## src/rtl/levelmap_writer.sv

```systemverilog
// Write side of the 320x240 1-bpp collision map.
// Fills the whole map or a single 16x16 tile, one write per cycle.
module levelmap_writer #(
  parameter int MAP_W     = 320,
  parameter int MAP_H     = 240,
  parameter int TILE_SIZE = 16,
  parameter int TILES_X   = MAP_W / TILE_SIZE,
  parameter int TILES_Y   = MAP_H / TILE_SIZE
) (
  input  logic        clock,
  input  logic        reset,
  input  logic        req_valid,
  output logic        req_ready,
  input  logic        req_op,
  input  logic [4:0]  req_tx,
  input  logic [3:0]  req_ty,
  input  logic        req_value,
  output logic [16:0] map_address,
  output logic        map_data,
  output logic        map_wren,
  output logic        busy,
  output logic        done,
  output logic        err
);

  localparam logic [16:0] LAST = 17'(MAP_W * MAP_H - 1);
  localparam logic [16:0] ROW  = 17'(MAP_W);
  localparam logic [3:0]  EDGE = 4'(TILE_SIZE - 1);

  typedef enum logic [1:0] {
    IDLE,
    TILE_WR,
    FILL_WR,
    FINISH
  } state_t;

  state_t      state;
  logic [16:0] row_base;
  logic [3:0]  px;
  logic [3:0]  py;
  logic [16:0] base;
  logic        tile_ok;
  logic        accept;

  // ty*5120 + tx*16 built from shifts
  assign base = ({13'd0, req_ty} << 12)
              + ({13'd0, req_ty} << 10)
              + ({12'd0, req_tx} << 4);

  assign tile_ok = (req_tx < 5'(TILES_X))
                && (req_ty < 4'(TILES_Y));
  assign req_ready = reset && (state == IDLE);
  assign accept = req_valid && req_ready;
  assign busy = map_wren;

  always_ff @(posedge clock) begin
    if (!reset) begin
      state       <= IDLE;
      map_address <= '0;
      map_data    <= 1'b0;
      map_wren    <= 1'b0;
      row_base    <= '0;
      px          <= '0;
      py          <= '0;
      done        <= 1'b0;
      err         <= 1'b0;
    end else begin
      done <= 1'b0;
      err  <= 1'b0;
      case (state)
        IDLE: begin
          if (accept) begin
            if (req_op) begin
              state       <= FILL_WR;
              map_address <= '0;
              map_data    <= req_value;
              map_wren    <= 1'b1;
            end else if (tile_ok) begin
              state       <= TILE_WR;
              map_address <= base;
              row_base    <= base;
              px          <= '0;
              py          <= '0;
              map_data    <= req_value;
              map_wren    <= 1'b1;
            end else begin
              err <= 1'b1;
            end
          end
        end
        TILE_WR: begin
          if (px == EDGE) begin
            px <= '0;
            if (py == EDGE) begin
              state    <= FINISH;
              map_wren <= 1'b0;
              done     <= 1'b1;
            end else begin
              py          <= py + 4'd1;
              row_base    <= row_base + ROW;
              map_address <= row_base + ROW;
            end
          end else begin
            px          <= px + 4'd1;
            map_address <= map_address + 17'd1;
          end
        end
        FILL_WR: begin
          if (map_address == LAST) begin
            state    <= FINISH;
            map_wren <= 1'b0;
            done     <= 1'b1;
          end else begin
            map_address <= map_address + 17'd1;
          end
        end
        FINISH: state <= IDLE;
        default: state <= IDLE;
      endcase
    end
  end

endmodule

```

## config.mk

```make
export PLATFORM = sky130hd
export DESIGN_NAME = levelmap_writer
export DESIGN_NICKNAME = d
export VERILOG_FILES = /design/src/rtl/levelmap_writer.sv
export SDC_FILE = /design/constraint.sdc
export NUM_CORES = 1
export LEC_CHECK = 0
export ABC_AREA = 1
export ABC_CLOCK_PERIOD_IN_PS = 3980
export CORE_MARGIN = 2
export CORE_UTILIZATION = 42
export CTS_CLUSTER_DIAMETER = 150
export DETAILED_ROUTE_END_ITERATION = 10
export PLACE_DENSITY = 0.68
export SLEW_MARGIN = 20
export SYNTH_ARGS = -nofsm -noshare
export SYNTH_HDL_FRONTEND = slang
export SYNTH_SLANG_ARGS = --single-unit
```

## constraint.sdc

```tcl
create_clock -name clock -period 3.98 [get_ports clock]
set_clock_uncertainty 0.15 [all_clocks]
set_input_delay 0.995 -clock clock [delete_from_list [all_inputs] [get_ports clock]]
set_output_delay 0.995 -clock clock [all_outputs]
set_load 0.05 [all_outputs]
```

-- Word-level counts from Yosys, hierarchy flattened
Cells that the tools add are included.
W data, S select, Z words.
- add/sub/neg operators: 6
- magnitude comparators: 2
- eq/ne operators: 16
- mux-type cells: 40
- bitwise operators: 3
- reduce and logical (&&, ||, !) cells: 14
- operator list (cell ; number):
    $mux W17 ; 9
    $pmux W17 S3 ; 1
    $pmux W17 S2 ; 1
    $mux W4 ; 6
    $add A16 B14 Y17 ; 1
    $add A17 B1 Y17 const B ; 1
    $add A17 B9 Y17 ; 1
    $add A17 B9 Y17 const B ; 1
    $eq A17 B17 Y1 const B ; 1
    $ne A2 B2 Y1 const B ; 8
    $pmux W4 S2 ; 2
    $mux W1 ; 12
    $mux W2 ; 6
    $reduce_and A6 Y1 ; 2
    $reduce_and A5 Y1 ; 2
    $add A4 B1 Y4 const B ; 2
    $eq A4 B4 Y1 const B ; 2
    $pmux W2 S4 ; 1
    $ne A3 B3 Y1 const B ; 2
    $lt A5 B5 Y1 const B ; 1
    $eq A2 B2 Y1 const B ; 2
    $lt A4 B4 Y1 const B ; 1
    $reduce_and A4 Y1 ; 1
    $reduce_bool A2 Y1 ; 2
    9 further kinds ; 13
- register bits: 48
- bits of input ports: 14
- output and inout port bits: 23
- logic and storage cells: 90

-- Depth between registers and ports, before layout
Gate-level depths: netlist (run 1).
- depth in word-level cells: 6
- mapped depth: 13
- depth with buffers taken out: 13

-- Least setup slack after synthesis (run 1)
Ideal clock, no wire load.
- kind: input -> output
- start point: in reset
- end point: out req_ready
- arrival time: 1.243 ns
- required time: 2.835 ns
- setup slack: 1.592 ns
- stages: 2
- path buffers: 0
- path through: nand2_1 inv_2
- cells in the longest elaborated chain, start to end: 1
- ends and longest elaborated chain (element ; line ; RTL):
    start, declared ; 11 ; input logic reset,
    $logic_and A1 B1 Y1 ; 52 ; assign req_ready = reset && (state == IDLE);
    end, declared ; 13 ; output logic req_ready,
No other way between the ends.

-- Final worst setup path (run 1)
Ends and elaborated chain as after synthesis.

==> results by stage, run 1 <==
Outcome:
- The run finished with clean final reports.

Finish:
- For this run, the share of the core covered by cells in the final layout is 50.7%.
- The antenna diode count is 0.
- The share of final-layout standard cells stronger than drive strength 1 is 5.99%.
- The most frequent standard cell in the layout excluding fill and tap cells is nand2_1.
- Once layout is done, the placed cells without fillers occupy 3660 um2.
- In the layout the commonest cells are 134 x nand2_1, 60 x nor2_1, 58 x inv_1.
- The number of inserted filler cells in the final layout is 761.
- The number of nets in the finished design is 559.
- The sequential cells in the finished layout cover a total of a little under 900 um2.
- The relative area change from synthesis to final layout is 17.8%.
- The area of combinational cells with multiple inputs is 1900 um2.

Flow run:
- Across the run, the number of max-cap violations was 0.

Logic synthesis:
- The flip-flop and latch count after synthesis is 44.
- For this run, the number of Yosys warnings is 0.
- The post-synthesis average cell area is a little over 6 um2.
- The post-synthesis cell count is roughly 500.
- After synthesis, the cell types taking the most area are dfxtp_1 28%, nand2_1 16%, nand3_1 8.5%.
- After synthesis, the largest area contributor takes up 28.3% of total cell area.
- Of the synthesized area, sequential elements account for 28.3%.
- The synthesized design spends more area on one cell type than any other, namely dfxtp_1.
- The post-synthesis cell type count is 35.
- The async set or reset register ratio after synthesis is 0%.
- The synthesized net count is 528.
- The cell area that synthesis handed to floorplanning was 3110 um2.
- The most used flip-flop cell after synthesis is dfxtp_1.
- In this run, synthesis inferred 0 flip-flops with an integrated enable.

Setup path:
- The slowest stage of the critical path is the clkdlybuf4s50_1 cell.
- The critical path class is in -> out.
- The required time at the endpoint of the critical path is between 2000 and 3000 ps.
- The largest single stage delay on the critical path is 620 ps.
- The signal on the critical path passes through clkdlybuf4s50_1 > nand2_1 > inv_2 > buf_12.
- The maximum fanout count along the critical path is 8.
- The worst endpoint data arrival time is 1960 ps.
- The worst setup path is captured at a primary output.
- Counting both buffers and inverters, the worst setup path holds a total of 3.
- The sort of element at the start of the critical path is an input port.
- The family with the most delay on the worst path is buffers and inverters.

Route:
- The residual antenna-violating net count after detailed routing is 0.
- Dividing the detail-routed wire length by the instance count gives 13.5 um.
- The per-cell via count in the routed design is 5.26.
- The first detailed-routing pass ran for 5 iterations.
- The overall via count from detail_route is 3327.
- The final layout contains routed wiring with a total length of 8.55 mm.
- The DRC violation count after routing is 0.
- In this run, the number of DRC markers left after iteration 0 of detailed routing was 264.

GRT:
- The total congestion overflow is 0.
- The number of antenna violations at the first check in global routing is 0.
- The global routing met1 resource utilization is 28.9%.
- The number of global-route vias before repair was about 3100.
- Global routing used under 10% of the available met3 tracks.
- For met2 alone, demand over resource in global routing was 34.3%.
- Entering global routing, the biggest net connects 19 pins.
- The global routing stage identified its most utilized layer as met2.
- The total routing resource utilization after global routing is 21.4%.
- The first-pass GRT wire length is 14.5 mm.

Clock tree:
- The worst-case clock buffer depth is 2.
- The TritonCTS clock tree is yes.
- The post-cts repair resize count is 0.
- After clock tree synthesis, the flow added hold-fix buffers numbering 0.
- The number of clock sinks is 44.
- The later pin in the worst-skew pair is clocked with a latency of 310 ps.
- Clock-pin slew was measured on the worst setup and hold paths at 80 ps.
- The H-tree depth is 2.
- The root buffer cell is clkbuf_8.
- The number of CTS-inserted buffers is 5.
- Post-CTS timing repair inserted 0 buffers for setup.

Timing:
- The final worst hold slack is 331 ps.
- The number of max-slew violations in the final report came to 0.
- Setup repair after global routing left no endpoint under its margin.
- The transition time at the pin with the least slew margin is about 800 ps.
- Based on the critical path, the design can be clocked at up to between 300 and 400 MHz.
- The final setup TNS is 0 ps.
- The number of hold violations in the final report is 0.
- The headroom to the max-slew limit is 46.4%.
- The clock period could shrink to 3110 ps.
- Setup violations remaining at the end of the flow were counted as 0.
- The post-route fraction of the period consumed by the critical path is about 78%.

Placement:
- Once placement finished, the instance area stood at 3530 um2.
- At the end of routability-driven placement, the weighted congestion stood at 0.892.
- During placement, the flow inserted port buffers numbering 36.
- The detailed-placement wirelength estimate is between 6 and 7 mm.

Die:
- The I/O pin count is 37.
- After floorplanning, the core was sized to cover 7210 um2.
- The floorplan row count is 31.
- In this run the horizontal extent of the chip is 90.0 um.
- The initial core utilization is 43.1%.
- The floorplan step set the die height to 90.0 um.
- The total die area is 8100 um2.

Power:
- The power per cell area is 583 nW/um2.
- The worst voltage drop across the vdd grid is about 320 uV.
- The post-layout total power is 2.13 mW.
- The leakage power is around 1.5 nW.

Hold path:
- The path class of the tightest hold or removal check is reg -> reg.
==> cell type report <==
class / count / share of cell area (%)
Clock inverter: 1 / 0.821
Timing Repair Buffer: 38 / 10.5
Sequential cell: 44 / 24.1
Multi-Input combinational cell: 380 / 52.0
Inverter: 64 / 6.56
Clock buffer: 7 / 2.63
Tap cell: 99 / 3.38
==> worst paths after layout <==
path,startpoint,end,slack (ps),cells after the start
worst max register to register,state[1],map_address[9],1440,9
worst min-delay path,py[3],py[3],330,2
worst min register to register,py[3],py[3],330,2
worst max-delay path,reset,req_ready,870,4
==> through the flow <==
stage          cells  setup WS [ps]
4_1_cts          633            863
2_1_floorplan    502           1590
6_report         633            875
3_5_place_dp     625            749
3_3_place_gp     625            776
5_1_grt          633            804
==> cell families (layout without fill, tap and decap cells) <==
group / Yosys count / after routing / synth area share [%]
compound gates: 79 / 79 / 13.9
xor+xnor: 7 / 7 / 1.97
fa+ha+maj: 12 / 12 / 5.07
buf+inv: 78 / 110 / 10.4
flops: 44 / 44 / 28.3
simple gates: 282 / 282 / 40.3
==> registers in the layout (all words and copies together) (netlist names) <==
signal,cells
state,2
err,1
row_base,13
px,4
map_data,1
done,1
map_address,17
py,4
busy,1
==> synth_stat cells, drive strengths merged (4+ instances only) <==
master  instances
o21ai          35
o21bai          4
nor2           66
inv            63
buf             8
xor2            6
dfxtp          44
clkbuf          6
nand4          10
nand2         140
nor3            6
nand3          55
a21oi          31
ha             11
==> routing by layer <==
metal / up-vias / share of wire [%]
met4: 0 / 2.5
met3: 17 / 5.7
met5: - / 0
met1: 1507 / 47
met2: 117 / 45
li1: 1686 / -
==> report_power, final <==
part	switching [mW]	internal (mW)	total, mW
clock	0.162	0.222	0.384
combinational	0.709	0.329	1.04
sequential	0.144	0.566	0.711
==> worst min-delay path: cells and delay by family, from the launching register on <==
kind            cells  cell delay, ps
simple gates        1              60
compound gates      1              50
flops               1             330
Power figures use the tool's default switching activity.
==> run 2: changes to the inputs <==
--- a/config.mk
+++ b/config.mk
@@ -6,12 +6,12 @@
 export NUM_CORES = 1
 export LEC_CHECK = 0
 export ABC_AREA = 1
-export ABC_CLOCK_PERIOD_IN_PS = 3980
+export ABC_CLOCK_PERIOD_IN_PS = 2800
 export CORE_MARGIN = 2
 export CORE_UTILIZATION = 42
 export CTS_CLUSTER_DIAMETER = 150
 export DETAILED_ROUTE_END_ITERATION = 10
-export PLACE_DENSITY = 0.68
+export PLACE_DENSITY = 0.7
 export SLEW_MARGIN = 20
 export SYNTH_ARGS = -nofsm -noshare
 export SYNTH_HDL_FRONTEND = slang
==> constraint.sdc (replaced) <==
create_clock -name clock -period 2.8 [get_ports clock]
set_clock_uncertainty 0.15 [all_clocks]
set_input_delay 0.7 -clock clock [delete_from_list [all_inputs] [get_ports clock]]
set_output_delay 0.7 -clock clock [all_outputs]
set_load 0.05 [all_outputs]
==> results by stage, run 2 (same netlist as run 1, synthesis figures left out) <==
Setup path:
- The family with the most delay on the worst path is buffers and inverters.
- Among all stages on the critical path, the largest delay is contributed by clkdlybuf4s50_1.
- The worst endpoint data arrival time was 1650 ps (-310 ps).
- The worst path buffer plus inverter count came to 1 (-2).
- Traced cell by cell, the critical path runs through clkdlybuf4s50_1.
- The startpoint of the most critical register-to-register path is px[0].
- The required time at the endpoint of the critical path is 1950 ps (-880 ps).
- The maximum fanout count along the critical path is 9 (+1).
- The worst setup path is launched from a flop.
- The slack of the worst reg-to-reg path came to 500 ps (-940 ps).
- The stage delay of the slowest cell on the critical path is 860 ps (+240 ps).
- The critical path class is reg -> out.
- The worst reg-to-reg path cell count is 12 (+3).
- The worst register-to-register path ends at map_address[13].
- The worst setup path is captured at a primary output.

Power:
- The cell internal power dissipation is 1.60 mW (+43%).
- The power per cell area was 822 nW/um2 (+41%).
- The sequential share of power is 32.5% (-0.8 points).
- The net switching power was 1.48 mW (+45%).
- The leakage power was 1.60 nW (+3.4%).
- The post-layout total power is 3.08 mW (+44%).
- The combinational power share is 50.9% (+2.2 points).
- The fraction of power consumed by the clock network is 16.6% (-1.4 points).
- The switching part of the total power is 48.0% (+0.39 points).
- The worst voltage drop across the vdd grid is 475 uV (+46%).

Route:
- The per-cell via count in the routed design came to 5.24 (-0.36%).
- The detail-routed net length per standard cell is 13.6 um (+1.0%).
- The total wire length is 8.81 mm (+3.1%).
- The DRC violation count after routing was 0 (unchanged).
- The highest layer touched by signal routing is met4.
- The overall via count from detail_route is 3383 (+1.7%).
- The total length of routed met3 wires is 579 um (+19%).
- The wire length on met2 is 4.10 mm (+6.1%).
- The detailed-router iteration count before antenna repair is 6 (+1).
- The number of design-rule violations left by the first detailed-router iteration was 259 (-1.9%).
- The residual antenna-violating net count after detailed routing is 0 (unchanged).
- The met1 layer wirelength in the final routing came to 4.03 mm (+1.1%).

Clock tree:
- The number of CTS-inserted buffers was 5 (unchanged).
- CTS placed an instance of clkbuf_8 at the clock tree root.
- The post-cts repair resize count is 0 (unchanged).
- The clock latency on the worst-skew pair is 310 ps (about the same).
- The worst-case clock buffer depth was 2 (unchanged).
- The number of post-CTS setup repair buffers came to 0 (unchanged).
- The TritonCTS clock tree is yes.
- The clock-pin slew on the worst setup and hold paths is 90 ps (about the same).
- The hold-fix buffer count after cts is 0 (unchanged).
- The H-tree depth came to 2 (unchanged).
- The number of clock sinks was 44 (unchanged).

Timing:
- The final setup TNS was 0 ps (unchanged).
- The post-route fraction of the period consumed by the critical path is between 80% and 90%.
- The least setup slack across all paths after layout is 299 ps (-576 ps).
- The transition time at the pin with the least slew margin was 645 ps (-155 ps).
- The number of max-slew violations in the final report is 0 (unchanged).
- The maximum frequency from static timing analysis is around 400 MHz.
- The number of setup violations in the final report came to 0 (unchanged).
- The final worst hold slack is 335 ps (+3.55 ps).
- The headroom to the max-slew limit is 56.9% (+11 points).
- The number of hold violations in the final report is 0 (unchanged).
- The time the worst path needs with I/O delays and setup is roughly 2500 ps.
- Setup repair after global routing left no endpoint under its margin.

Finish:
- The most frequent standard cell in the layout excluding fill and tap cells is nand2_1.
- In the layout the commonest cells are 134 x nand2_1, 60 x nor2_1, 58 x inv_1.
- The share of final-layout standard cells stronger than drive strength 1 is 8.23% (+2.2 points).
- The number of flip-flops under the largest register name was 17 (unchanged).
- The relative area change from synthesis to final layout is 20.4%.
- The antenna diode count is 0 (unchanged).
- The largest register by flop count is map_address.
- The number of nets in the finished design is 572 (+2.3%).
- The largest registers in the layout are map_address (17), row_base (13).

GRT:
- The total congestion overflow came to 0 (unchanged).
- The first-pass GRT wire length is 14.9 mm (+2.9%).
- The total routing resource utilization after global routing is 22.3% (+0.89 points).
- The number of antenna violations at the first check in global routing came to 0 (unchanged).
- The number of global-route vias before repair is 3199 (+3.9%).
- The pin count of the biggest net entering global routing was 17 (-2).

Die:
- The die outline width is 90.0 um (unchanged).
- The height of the die came to 90.0 um (unchanged).
- The I/O pin count is 37 (unchanged).
- The floorplan row count is 31 (unchanged).
- The initial core utilization is 43.1% (unchanged).
- The core outline area is 7210 um2 (unchanged).
- The total die area is 8100 um2 (unchanged).

Placement:
- The count of port buffers added during placement is 36 (unchanged).
- The detailed-placement wirelength estimate was 6.72 mm (+4.9%).
- The final weighted congestion of routability-driven global placement was 0.893 (about the same).
- The pre-CTS setup slack is 124 ps (-624 ps).

Hold path:
- The path with the worst hold slack has its endpoint at py[3].
- The tightest min-delay check is of the reg -> reg type.
- The hold path depth is 2 (unchanged).
- The hold path startpoint is py[3].

Flow run:
- The count of maximum capacitance violations is 0 (unchanged).

Outcome:
- The flow ran to the end, and the final reports show no timing, DRC or antenna violations.
## run 2: changes by cell type in the layout (fill, tap and decap cells not counted), sizes merged
| cell | delta |
|---|---|
| buf | +13 |
| clkbuf | -2 |
| clkinv | +1 |
| clkinvlp | +1 |
## run 2: area by class of cell
type | instances | area [um2]
fill | 736 | 3470
sequential | 44 | 881
clock buffer | 5 | 68.8
tap | 99 | 124
clock inverter | 3 | 42.5
inverter | 64 | 240
timing repair buffer | 51 | 483
multi-input combinational | 380 | 1900
## run 2: how the worst max path moves through the flow
| stage | from | endpoint | slack (ps) | depth (start not counted) |
|---|---|---|---|---|
| finish | map_address[12] | map_address[12] | 300 | 1 |
| global route | req_ty[0] | map_address[3] | 230 | 12 |
| CTS | map_address[10] | map_address[10] | 290 | 1 |
| detailed placement | req_ty[0] | map_address[14] | 120 | 10 |
| global placement | req_ty[0] | map_address[14] | 160 | 10 |
| floorplan | map_address[1] | map_address[5] | 600 | 11 |
## run 2: power groups by stage
stage	Clock (mW)	Sequential (mW)	Combinational, mW
after global placement	0	1.01	1.52
after CTS	0.525	0.999	1.56
after detailed placement	0	1.01	1.55
final	0.510	1.00	1.57
after floorplan	0	1.21	0.873
after global routing	0.550	1.03	1.72
## run 2: stage by stage
stage | std cells | util (%) | instance area (um2)
6_report | 646 | 51.9 | 3740
4_1_cts | 646 | 51.9 | 3740
5_1_grt | 646 | 51.9 | 3740
2_1_floorplan | 502 | - | 3110
3_5_place_dp | 638 | 50.3 | 3630
3_3_place_gp | 638 | 50.3 | 3630
## run 2: routing by layer
layer  GRT usage, %  vias up
met5              0        -
met4           4.62        0
met3           4.11       11
met2           37.6      119
met1           29.9     1547
li1               -     1706
==> run 3: changes to the inputs <==
--- a/config.mk
+++ b/config.mk
@@ -16,3 +16,4 @@
 export SYNTH_ARGS = -nofsm -noshare
 export SYNTH_HDL_FRONTEND = slang
 export SYNTH_SLANG_ARGS = --single-unit
+export TNS_END_PERCENT = 5
==> results of run 3 <==
The final DEF is identical to that of run 2; final timing and power are the same.
